==> src/rtl/buffer_write_controller.sv <==
// Fills a ping-pong (2-bank) buffer from a valid/ready stream by sequencing an
// external write-address generator (start / count_up / clear) and tracking
// per-bank full flags until NUM_BLOCKS blocks have been written.
module buffer_write_controller #(
  parameter int unsigned BUFFER_ADDRESS_WIDTH = 10
) (
  input  logic        clk,
  input  logic        reset_n,
  input  logic        start_i,
  input  logic [15:0] len_i,
  input  logic [7:0]  num_blocks_i,
  input  logic        in_valid_i,
  output logic        in_ready_o,
  output logic        wr_en_o,
  output logic        wr_bank_o,
  output logic        gen_start_o,
  output logic        gen_count_up_o,
  output logic        gen_clear_o,
  input  logic [15:0] gen_global_counts_i,
  output logic [1:0]  bank_full_o,
  input  logic [1:0]  bank_release_i,
  output logic        busy_o,
  output logic        done_o
);

  localparam int unsigned LEN_W = 16;
  localparam int unsigned NB_W  = 8;
  // One extra bit so a full bank of 2**AW words is representable.
  localparam int unsigned LQ_W  = LEN_W + 1;
  localparam logic [LQ_W-1:0] BANK_WORDS = LQ_W'(64'(1) << BUFFER_ADDRESS_WIDTH);

  typedef enum logic [2:0] {
    S_IDLE   = 3'd0,
    S_FILL   = 3'd1,
    S_SWITCH = 3'd2,
    S_WAIT   = 3'd3,
    S_DONE   = 3'd4
  } state_t;

  state_t            state_q, state_d;
  logic [LQ_W-1:0]   len_q, len_d;
  logic [NB_W-1:0]   nb_q, nb_d;
  logic [NB_W-1:0]   blk_cnt_q, blk_cnt_d;
  logic              wr_bank_q, wr_bank_d;
  logic [1:0]        bank_full_q, bank_full_d;
  logic [1:0]        bank_set;
  logic              in_ready_q, gen_clear_q, busy_q, done_q;
  logic              zero_done;

  logic              start_acc;
  logic              start_zero;
  logic              wr_en;
  logic              last_word;
  logic [LQ_W-1:0]   len_ext;
  logic [1:0]        bank_full_post;
  logic              next_bank;

  // Handshake and last-word detection against the generator's global count.
  always_comb begin
    start_acc      = (state_q == S_IDLE) && start_i;
    start_zero     = (len_i == LEN_W'(0)) || (num_blocks_i == NB_W'(0));
    wr_en          = in_valid_i && in_ready_q;
    last_word      = wr_en && ({1'b0, gen_global_counts_i} == (len_q - LQ_W'(1)));
    len_ext        = {1'b0, len_i};
    bank_full_post = bank_full_q & ~bank_release_i;
    next_bank      = ~wr_bank_q;
  end

  // State register.
  always_ff @(posedge clk or negedge reset_n) begin
    if (!reset_n) state_q <= S_IDLE;
    else          state_q <= state_d;
  end

  // Next-state and datapath-next logic.
  always_comb begin
    state_d   = state_q;
    len_d     = len_q;
    nb_d      = nb_q;
    blk_cnt_d = blk_cnt_q;
    wr_bank_d = wr_bank_q;
    bank_set  = 2'b00;
    zero_done = 1'b0;
    case (state_q)
      S_IDLE: begin
        if (start_acc) begin
          len_d = (len_ext > BANK_WORDS) ? BANK_WORDS : len_ext;
          nb_d  = num_blocks_i;
          if (start_zero) begin
            zero_done = 1'b1;
          end else begin
            state_d   = S_FILL;
            wr_bank_d = 1'b0;
            blk_cnt_d = NB_W'(0);
          end
        end
      end
      S_FILL: begin
        if (last_word) begin
          bank_set  = wr_bank_q ? 2'b10 : 2'b01;
          blk_cnt_d = blk_cnt_q + NB_W'(1);
          state_d   = S_SWITCH;
        end
      end
      S_SWITCH: begin
        if (blk_cnt_q == nb_q) begin
          state_d = S_DONE;
        end else begin
          wr_bank_d = next_bank;
          // A release landing in this same cycle frees the next bank.
          state_d   = bank_full_post[next_bank] ? S_WAIT : S_FILL;
        end
      end
      S_WAIT: begin
        if (!bank_full_q[wr_bank_q]) state_d = S_FILL;
      end
      S_DONE: begin
        state_d = S_IDLE;
      end
      default: begin
        state_d = S_IDLE;
      end
    endcase
    // Releases of non-full banks are harmless; a same-cycle set wins.
    bank_full_d = (bank_full_q & ~bank_release_i) | bank_set;
  end

  // Datapath and registered state-derived outputs.
  always_ff @(posedge clk or negedge reset_n) begin
    if (!reset_n) begin
      len_q       <= '0;
      nb_q        <= '0;
      blk_cnt_q   <= '0;
      wr_bank_q   <= 1'b0;
      bank_full_q <= 2'b00;
      in_ready_q  <= 1'b0;
      gen_clear_q <= 1'b0;
      busy_q      <= 1'b0;
      done_q      <= 1'b0;
    end else begin
      len_q       <= len_d;
      nb_q        <= nb_d;
      blk_cnt_q   <= blk_cnt_d;
      wr_bank_q   <= wr_bank_d;
      bank_full_q <= bank_full_d;
      in_ready_q  <= (state_d == S_FILL);
      gen_clear_q <= (state_d == S_SWITCH);
      busy_q      <= (state_d != S_IDLE);
      done_q      <= (state_d == S_DONE) || zero_done;
    end
  end

  // Output mapping; write strobe and generator start are same-cycle handshakes.
  always_comb begin
    in_ready_o     = in_ready_q;
    wr_en_o        = wr_en;
    gen_count_up_o = wr_en;
    gen_start_o    = start_acc;
    gen_clear_o    = gen_clear_q;
    wr_bank_o      = wr_bank_q;
    bank_full_o    = bank_full_q;
    busy_o         = busy_q;
    done_o         = done_q;
  end

endmodule

==> config.mk <==
export PLATFORM = sky130hd
export DESIGN_NAME = buffer_write_controller
export DESIGN_NICKNAME = d
export VERILOG_FILES = /design/src/rtl/buffer_write_controller.sv
export SDC_FILE = /design/constraint.sdc
export NUM_CORES = 1
export LEC_CHECK = 0
export CORE_MARGIN = 2
export CORE_UTILIZATION = 49
export CTS_CLUSTER_SIZE = 30
export DETAILED_ROUTE_END_ITERATION = 8
export GPL_ROUTABILITY_DRIVEN = 0
export HOLD_SLACK_MARGIN = 0.05
export PLACE_DENSITY_LB_ADDON = 0.12
export REMOVE_ABC_BUFFERS = 1
export SLEW_MARGIN = 10
export SYNTH_ARGS = -nofsm -noshare
export SYNTH_HDL_FRONTEND = slang
export SYNTH_SLANG_ARGS = --single-unit
==> constraint.sdc <==
create_clock -name clk -period 6.55 [get_ports clk]
set_input_delay 1.31 -clock clk [delete_from_list [all_inputs] [get_ports clk]]
set_output_delay 1.31 -clock clk [all_outputs]
set_load 0.01 [all_outputs]
==> summary.md, run 1 <==
| Metric | Value |
|---|---|
| Status | `completed` |
| Total GRT Usage | `22.2%` |
| Slowest stage delay, CP | `0.56 ns` |
| Clk pin slew, worst setup/hold paths | `0.09 ns` |
| Fin crit period | `4.41 ns` |
| Width of the chip | `75.0 um` |
| Num CTS Buffers | `5` |
| Initial Utilization | `51.6%` |
| Top Ports | `56` |
| Die area | `0.00562 mm2` |
| Antenna Nets Post-Route | `0` |
| Worst endpoint required time | `5.24 ns` |
| Max IR drop VDD | `0.000130 V` |
| Fraction of layout cells with a size suffix above 1 | `8.10%` |
| Final Net Count | `368` |
| Worst slew margin | `34.4%` |
| Final core occ | `65.8%` |
| Post-Layout Cell Count | `388` |
| Worst-path maximum fanout | `18` |
| FF+latch area | `0.00105 mm2` |
| CTS Sinks | `42` |
| Yosys warning count | `0` |
| Global route total overflow | `0` |
| Unrepaired setup endpoints after global routing | `false` |
| Mapped cell area | `0.00247 mm2` |
| Max-cap viol count | `0` |
| Worst skew pair latency | `0.30 ns` |
| Pre-antenna DRT Iters | `4` |
| Ys async rst share | `100%` |
| Setup crit start | `start_i` |
| Vias in the first global route | `2,014` |
| Leak | `1.33 nW` |
| Placeable Area | `0.00479 mm2` |
| #FFs+latches synth | `42` |
| CP arrival | `3.10 ns` |
| Worst path buffer plus inverter count | `3` |
| First-pass GRT wire length | `9.38 mm` |
| Syn_area_per_cell | `9.31 um2` |
| Synthesized instance count | `265` |
| Hold Crit Depth | `1` |
| Fin. Hold Viols | `0` |
| Site Rows | `25` |
| Worst min path class | `register to register` |
| Critical Path, Cell by Cell | `clkdlybuf4s50_1 -> nand3b_1 -> inv_1 -> clkdlybuf4s50_1` |
| CP endpoint kind | `output port` |
| # diodes | `0` |
| Fin Setup TNS | `0 ns` |
| HPWL after DPL | `4.18 mm` |
| # hold bufs at CTS | `0` |
| Via count | `2,126` |
| Multi-input combinational cell area | `0.00133 mm2` |
| Final wirelength | `5.60 mm` |
| Startpoint class of the critical path | `primary input` |
| Syn-to-layout area delta | `27.6%` |
| Final setup violation count | `0` |
| Max-slew violation count | `0` |
| Post-placement cell count | `380` |
| Setup Skew | `0.00880 ns` |
| Most common cell after layout, fill and taps aside | `clkdlybuf4s50_1` |
| Synth Area in Compound Gates | `13.4%` |
| Wire length per cell | `14.4 um` |
| Overall power | `0.623 mW` |
| Top Family by Delay on Critical Path | `buffers and inverters` |
| Drt via density | `5.48` |
| Number of flops mapped to enable cells by yosys | `0` |
| Max Buffers Root-to-Sink | `2` |
| PortBufs | `55` |
| Hold path start | `state_q[2]$_DFF_PN0_` |
| Fmax | `227 MHz` |
| Commonest non-fill, non-tap cells in the layout | `clkdlybuf4s50_1 (54), dfrtp_1 (42), nand2_1 (35)` |
| Largest net degree at the start of global routing | `43` |
| Setup bufs post-CTS | `0` |
| Area leader, netlist | `dfrtp_1` |
| Worst-Margin Slew | `0.982 ns` |
| XOR/XNOR share of the synthesized area | `8.87%` |
| Depth of the CTS H-tree | `2` |
| Simple logic cell fraction of the synthesized area | `28.7%` |
| Final Cycle Share | `67.3%` |
| Mux contribution to synthesized area | `1.93%` |
| Crit path depth | `4` |
| 1st-iter DRT viols | `117` |
| Adder-Cell Fraction of Synth Area | `1.01%` |
| Post-synth top area share | `42.6%` |
| Reg2reg path depth | `9` |
| Top cell by count, worst path | `clkdlybuf4s50_1` |
| Initial antenna violation count | `0` |
| R2r startpoint | `len_q[0]$_DFFE_PN0P_` |
| Root Driver | `clkbuf_8` |
| Post-cts resize count | `0` |
| DIE HEIGHT | `75.0 um` |
| Synth Flop Type | `dfrtp_1` |
| CTS tree | `done` |
| Largest cells by area after synthesis | `dfrtp_1 (43%), xnor2_1 (6.4%), nand2_1 (5.3%)` |
| Drc violations | `0` |
| Slowest cell on the critical path | `clkdlybuf4s50_1` |
| Number of fill cells | `419` |
| Sequential share of the synthesized area | `42.6%` |
| Worst Setup Path Type | `primary input to output port` |
| PD cells | `198 mW/mm2` |
| Post-synth cell types | `54` |
| Main combinational cell family by area after synthesis | `simple AND/OR/NAND/NOR gates` |
[cell families after synthesis]
group           after synthesis
compound gates               49
simple gates                125
mux                           4
flops                        42
buf+inv                      18
fa+ha+maj                     2
xor+xnor                     25
[power by group]
part	internal (mW)	switching [mW]	leakage, nW
clock network	0.0763	0.0985	0.0408
logic	0.0790	0.0706	0.738
registers	0.280	0.0182	0.555
[final cells by class]
class	count	area share, %
Sequential cell	42	33.4
Clock inverter	3	0.755
Timing Repair Buffer	56	17.6
Tap cell	67	2.66
Clock buffer	5	2.19
Inverter	10	1.19
Multi-Input combinational cell	205	42.2
[final timing paths]
path / end / slack (ns)
hold reg to reg: busy_o$_DFF_PN0_ / 0.48
hold / removal: busy_o$_DFF_PN0_ / 0.48
min in group asynchronous: len_q[15]$_DFFE_PN0P_ / 1.14
setup reg to reg: blk_cnt_q[1]$_DFFE_PN0P_ / 3.61
setup / recovery: gen_start_o / 2.14
max in group asynchronous: len_q[7]$_DFFE_PN0P_ / 4.84
[routing by layer]
metal / routed length (um) / global-route usage [%] / share of wire [%]
met3: 322 / 4.82 / 5.7
met4: 50 / 5.36 / 0.89
met5: 0 / 0 / 0
met2: 2550 / 35.2 / 45
met1: 2680 / 31.2 / 48
[cells in the mapped netlist (all sizes together), types with 8 or more instances]
cell type and count:
dfrtp 42, nand2 35, xnor2 18, o21ai 17
nor2 15, inv 10, a21oi 9, nor2b 9
nand3 8, nor4 8
[state kept, by name, summed over array words and instances, names as in the netlist]
register	flops
in_ready_o	1
busy_o	1
gen_clear_o	1
wr_bank_o	1
bank_full_o	2
done_o	1
nb_q	8
state_q	3
blk_cnt_q	8
len_q	16
[through the flow]
stage	setup WS (ns)	hold WS (ns)	cell area (um2)
after global placement	2.14	0.471	3060
after CTS	2.14	0.484	3150
after detailed placement	2.16	0.475	3060
after global routing	2.04	0.511	3150
after floorplan	3.11	0.451	2420
final	2.14	0.481	3150
(Power assumes the default switching activity.)
==> run 2: changes to the inputs <==
Settings changed: CORE_UTILIZATION 49 to 45.
Clock period 6.55 ns to 4 ns, I/O delays scaled along.
==> run 2 against run 1 <==
  * Design area is 0.52% higher
  * Register-to-register slack worse by 2.6 ns
  * Via count is 0.24% lower
  * Clock skew is 0.0011 ns lower
  * Sequential cell count stayed put
  * Global-route usage is 2.5 points lower
  * Power is 63% higher
  * Die area is 8.4% higher
  * Sequential power is 63% higher
  * Final cell count is 1.3% higher
  * Core utilization is 5.0 points lower
  * Non-clock buffer count is 2 higher
  * Critical path type is now primary input to register
==> summary.md, run 2 (synthesized netlist as in run 1, its figures left out) <==
| Metric | Value |
|---|---|
| Status | `completed` |
| Slowest cell on the critical path | `clkdlybuf4s50_1` |
| Most common cell after layout, fill and taps aside | `clkdlybuf4s50_1` |
| Placeable Area | `0.00520 mm2 (+8.8%)` |
| Number of fill cells | `474 (+13%)` |
| Reg with most FFs | `len_q` |
| Worst path buffer plus inverter count | `1 (-2)` |
| Setup Skew | `0.00765 ns (-0.00115 ns)` |
| Max Buffers Root-to-Sink | `2 (unchanged)` |
| Final wirelength | `5.55 mm (-0.87%)` |
| CTS tree | `done` |
| Fin. Hold Viols | `0 (unchanged)` |
| Max-slew violation count | `0 (unchanged)` |
| Post-cts resize count | `0 (unchanged)` |
| # diodes | `0 (unchanged)` |
| # hold bufs at CTS | `0 (unchanged)` |
| Worst-Margin Slew | `0.929 ns (-0.0531 ns)` |
| First-pass GRT wire length | `9.35 mm (-0.30%)` |
| Leak | `1.35 nW (+0.98%)` |
| DIE HEIGHT | `78.0 um (+4.1%)` |
| Max IR drop VDD | `0.000213 V (+64%)` |
| Pre-antenna DRT Iters | `4 (unchanged)` |
| Logic gate share of total power | `24.3% (+0.3 points)` |
| Top Family by Delay on Critical Path | `simple AND/OR/NAND/NOR gates` |
| Drt via density | `5.40 (-1.5%)` |
| Final Net Count | `370 (+0.54%)` |
| PD cells | `321 mW/mm2 (+62%)` |
| Syn-to-layout area delta | `28.2%` |
| Finished layout cell area | `0.00316 mm2 (+0.52%)` |
| Site Rows | `26 (+4.0%)` |
| Fmax | `332 MHz` |
| Setup bufs post-CTS | `0 (unchanged)` |
| Antenna Nets Post-Route | `0 (unchanged)` |
| Overall power | `1.02 mW (+63%)` |
| Num CTS Buffers | `5 (unchanged)` |
| Die area | `0.00609 mm2 (+8.4%)` |
| CTS Sinks | `42 (unchanged)` |
| Final setup violation count | `0 (unchanged)` |
| Initial Utilization | `47.4% (-4.2 points)` |
| Top Ports | `56 (unchanged)` |
| PortBufs | `55 (unchanged)` |
| Worst slew margin | `38.1% (+3.7 points)` |
| Initial antenna violation count | `0 (unchanged)` |
| Max-cap viol count | `0 (unchanged)` |
| P_sw | `0.303 mW (+62%)` |
| Root Driver | `clkbuf_8` |
| Critical Path, Cell by Cell | `clkdlybuf4s50_1 -> and2_1 -> nor4b_1 -> nand4b_1 -> a211oi_2 -> nand4_2 -> or2_1 -> mux2_4` |
| Flop pwr share | `48.0% (about the same)` |
| Clock group share of total power | `27.7% (-0.4 points)` |
| Placed cell area | `0.00307 mm2 (+0.61%)` |
| Global route total overflow | `0 (unchanged)` |
| CP arrival | `3.20 ns (+0.10 ns)` |
| Commonest non-fill, non-tap cells in the layout | `clkdlybuf4s50_1 (54), dfrtp_1 (42), nand2_1 (35)` |
| Drc violations | `0 (unchanged)` |
| Clk pin slew, worst setup/hold paths | `0.09 ns (about the same)` |
| Width of the chip | `78.0 um (+4.1%)` |
| Fraction of layout cells with a size suffix above 1 | `8.67% (+0.57 points)` |
| Worst-path maximum fanout | `15 (-3)` |
| CP endpoint kind | `register` |
| Wire length per cell | `14.1 um (-2.1%)` |
| Depth of the CTS H-tree | `2 (unchanged)` |
| Fin crit period | `3.01 ns` |
| Sw Share | `29.8% (-0.23 points)` |
| Internal power | `0.712 mW (+63%)` |
| Worst endpoint required time | `4.19 ns (-1.05 ns)` |
| Max reg flops | `16 (unchanged)` |
| Slowest stage delay, CP | `0.45 ns (-0.11 ns)` |
| Final Cycle Share | `75.3%` |
| Worst skew pair latency | `0.30 ns (about the same)` |
| FF+latch area | `0.00105 mm2 (unchanged)` |
| Total GRT Usage | `19.6% (-2.5 points)` |
| Largest net degree at the start of global routing | `43 (unchanged)` |
| Fin Setup TNS | `0 ns (unchanged)` |
| Vias in the first global route | `1,963 (-2.5%)` |
| Startpoint class of the critical path | `primary input` |
| Top flop regs | `len_q x16, blk_cnt_q x8, nb_q x8` |
| Via count | `2,121 (-0.24%)` |
| Multi-input combinational cell area | `0.00133 mm2 (unchanged)` |
| HPWL after DPL | `4.14 mm (-1.0%)` |
| Worst min path class | `register to register` |
| Unrepaired setup endpoints after global routing | `false` |
| Worst Setup Path Type | `primary input to register` |
| 1st-iter DRT viols | `97 (-17%)` |
## run 2: changes by cell type in the layout (fill, tap and decap cells not counted), sizes merged
cell	change
clkinv	+2
inv	-1
buf	+2
clkinvlp	-1
## run 2: layout make-up
cell class                 count  share of cell area (%)
clock buffer                   5                    2.17
clock inverter                 3                   0.672
inverter                      10                    1.19
multi-input combinational    205                    42.0
sequential                    42                    33.2
tap                           70                    2.77
timing repair buffer          58                    18.0
## run 2: path summary, 6_finish.rpt
check	end	cells past startpoint	from	slack (ns)
max in group asynchronous	nb_q[7]$_DFFE_PN0P_	1	reset_n	2.78
min reg2reg	busy_o$_DFF_PN0_	1	state_q[2]$_DFF_PN0_	0.50
max	blk_cnt_q[1]$_DFFE_PN0P_	8	in_valid_i	0.99
max reg2reg	blk_cnt_q[1]$_DFFE_PN0P_	7	len_q[5]$_DFFE_PN0P_	1.02
min in group asynchronous	len_q[9]$_DFFE_PN0P_	1	reset_n	0.62
min	busy_o$_DFF_PN0_	1	state_q[2]$_DFF_PN0_	0.50
## run 2: metrics by stage
stage          utilization, %  cells  setup slack, ns  hold slack, ns
2_1_floorplan               -    257             1.36           0.451
3_3_place_gp             59.1    385            0.724           0.475
3_5_place_dp             59.1    385            0.639           0.478
4_1_cts                  60.8    393            0.966           0.490
5_1_grt                  60.8    393            0.831           0.520
6_report                 60.8    393            0.988           0.496
## run 2: per-layer routing
| layer | global-route usage (%) | share of wire, % | vias to the layer above |
|---|---|---|---|
| li1 | - | - | 1060 |
| met3 | 4.83 | 5.8 | 4 |
| met4 | 7.02 | 1.0 | 0 |
| met5 | 0 | 0 | - |
| met2 | 29.3 | 42 | 60 |
| met1 | 27.9 | 51 | 997 |
## run 2: power by group through the flow
stage	clock, mW	combinational [mW]	sequential (mW)
global route	0.300	0.276	0.493
floorplan	0	0.149	0.491
CTS	0.286	0.249	0.488
finish	0.281	0.246	0.487
global placement	0	0.244	0.495
detailed placement	0	0.247	0.497
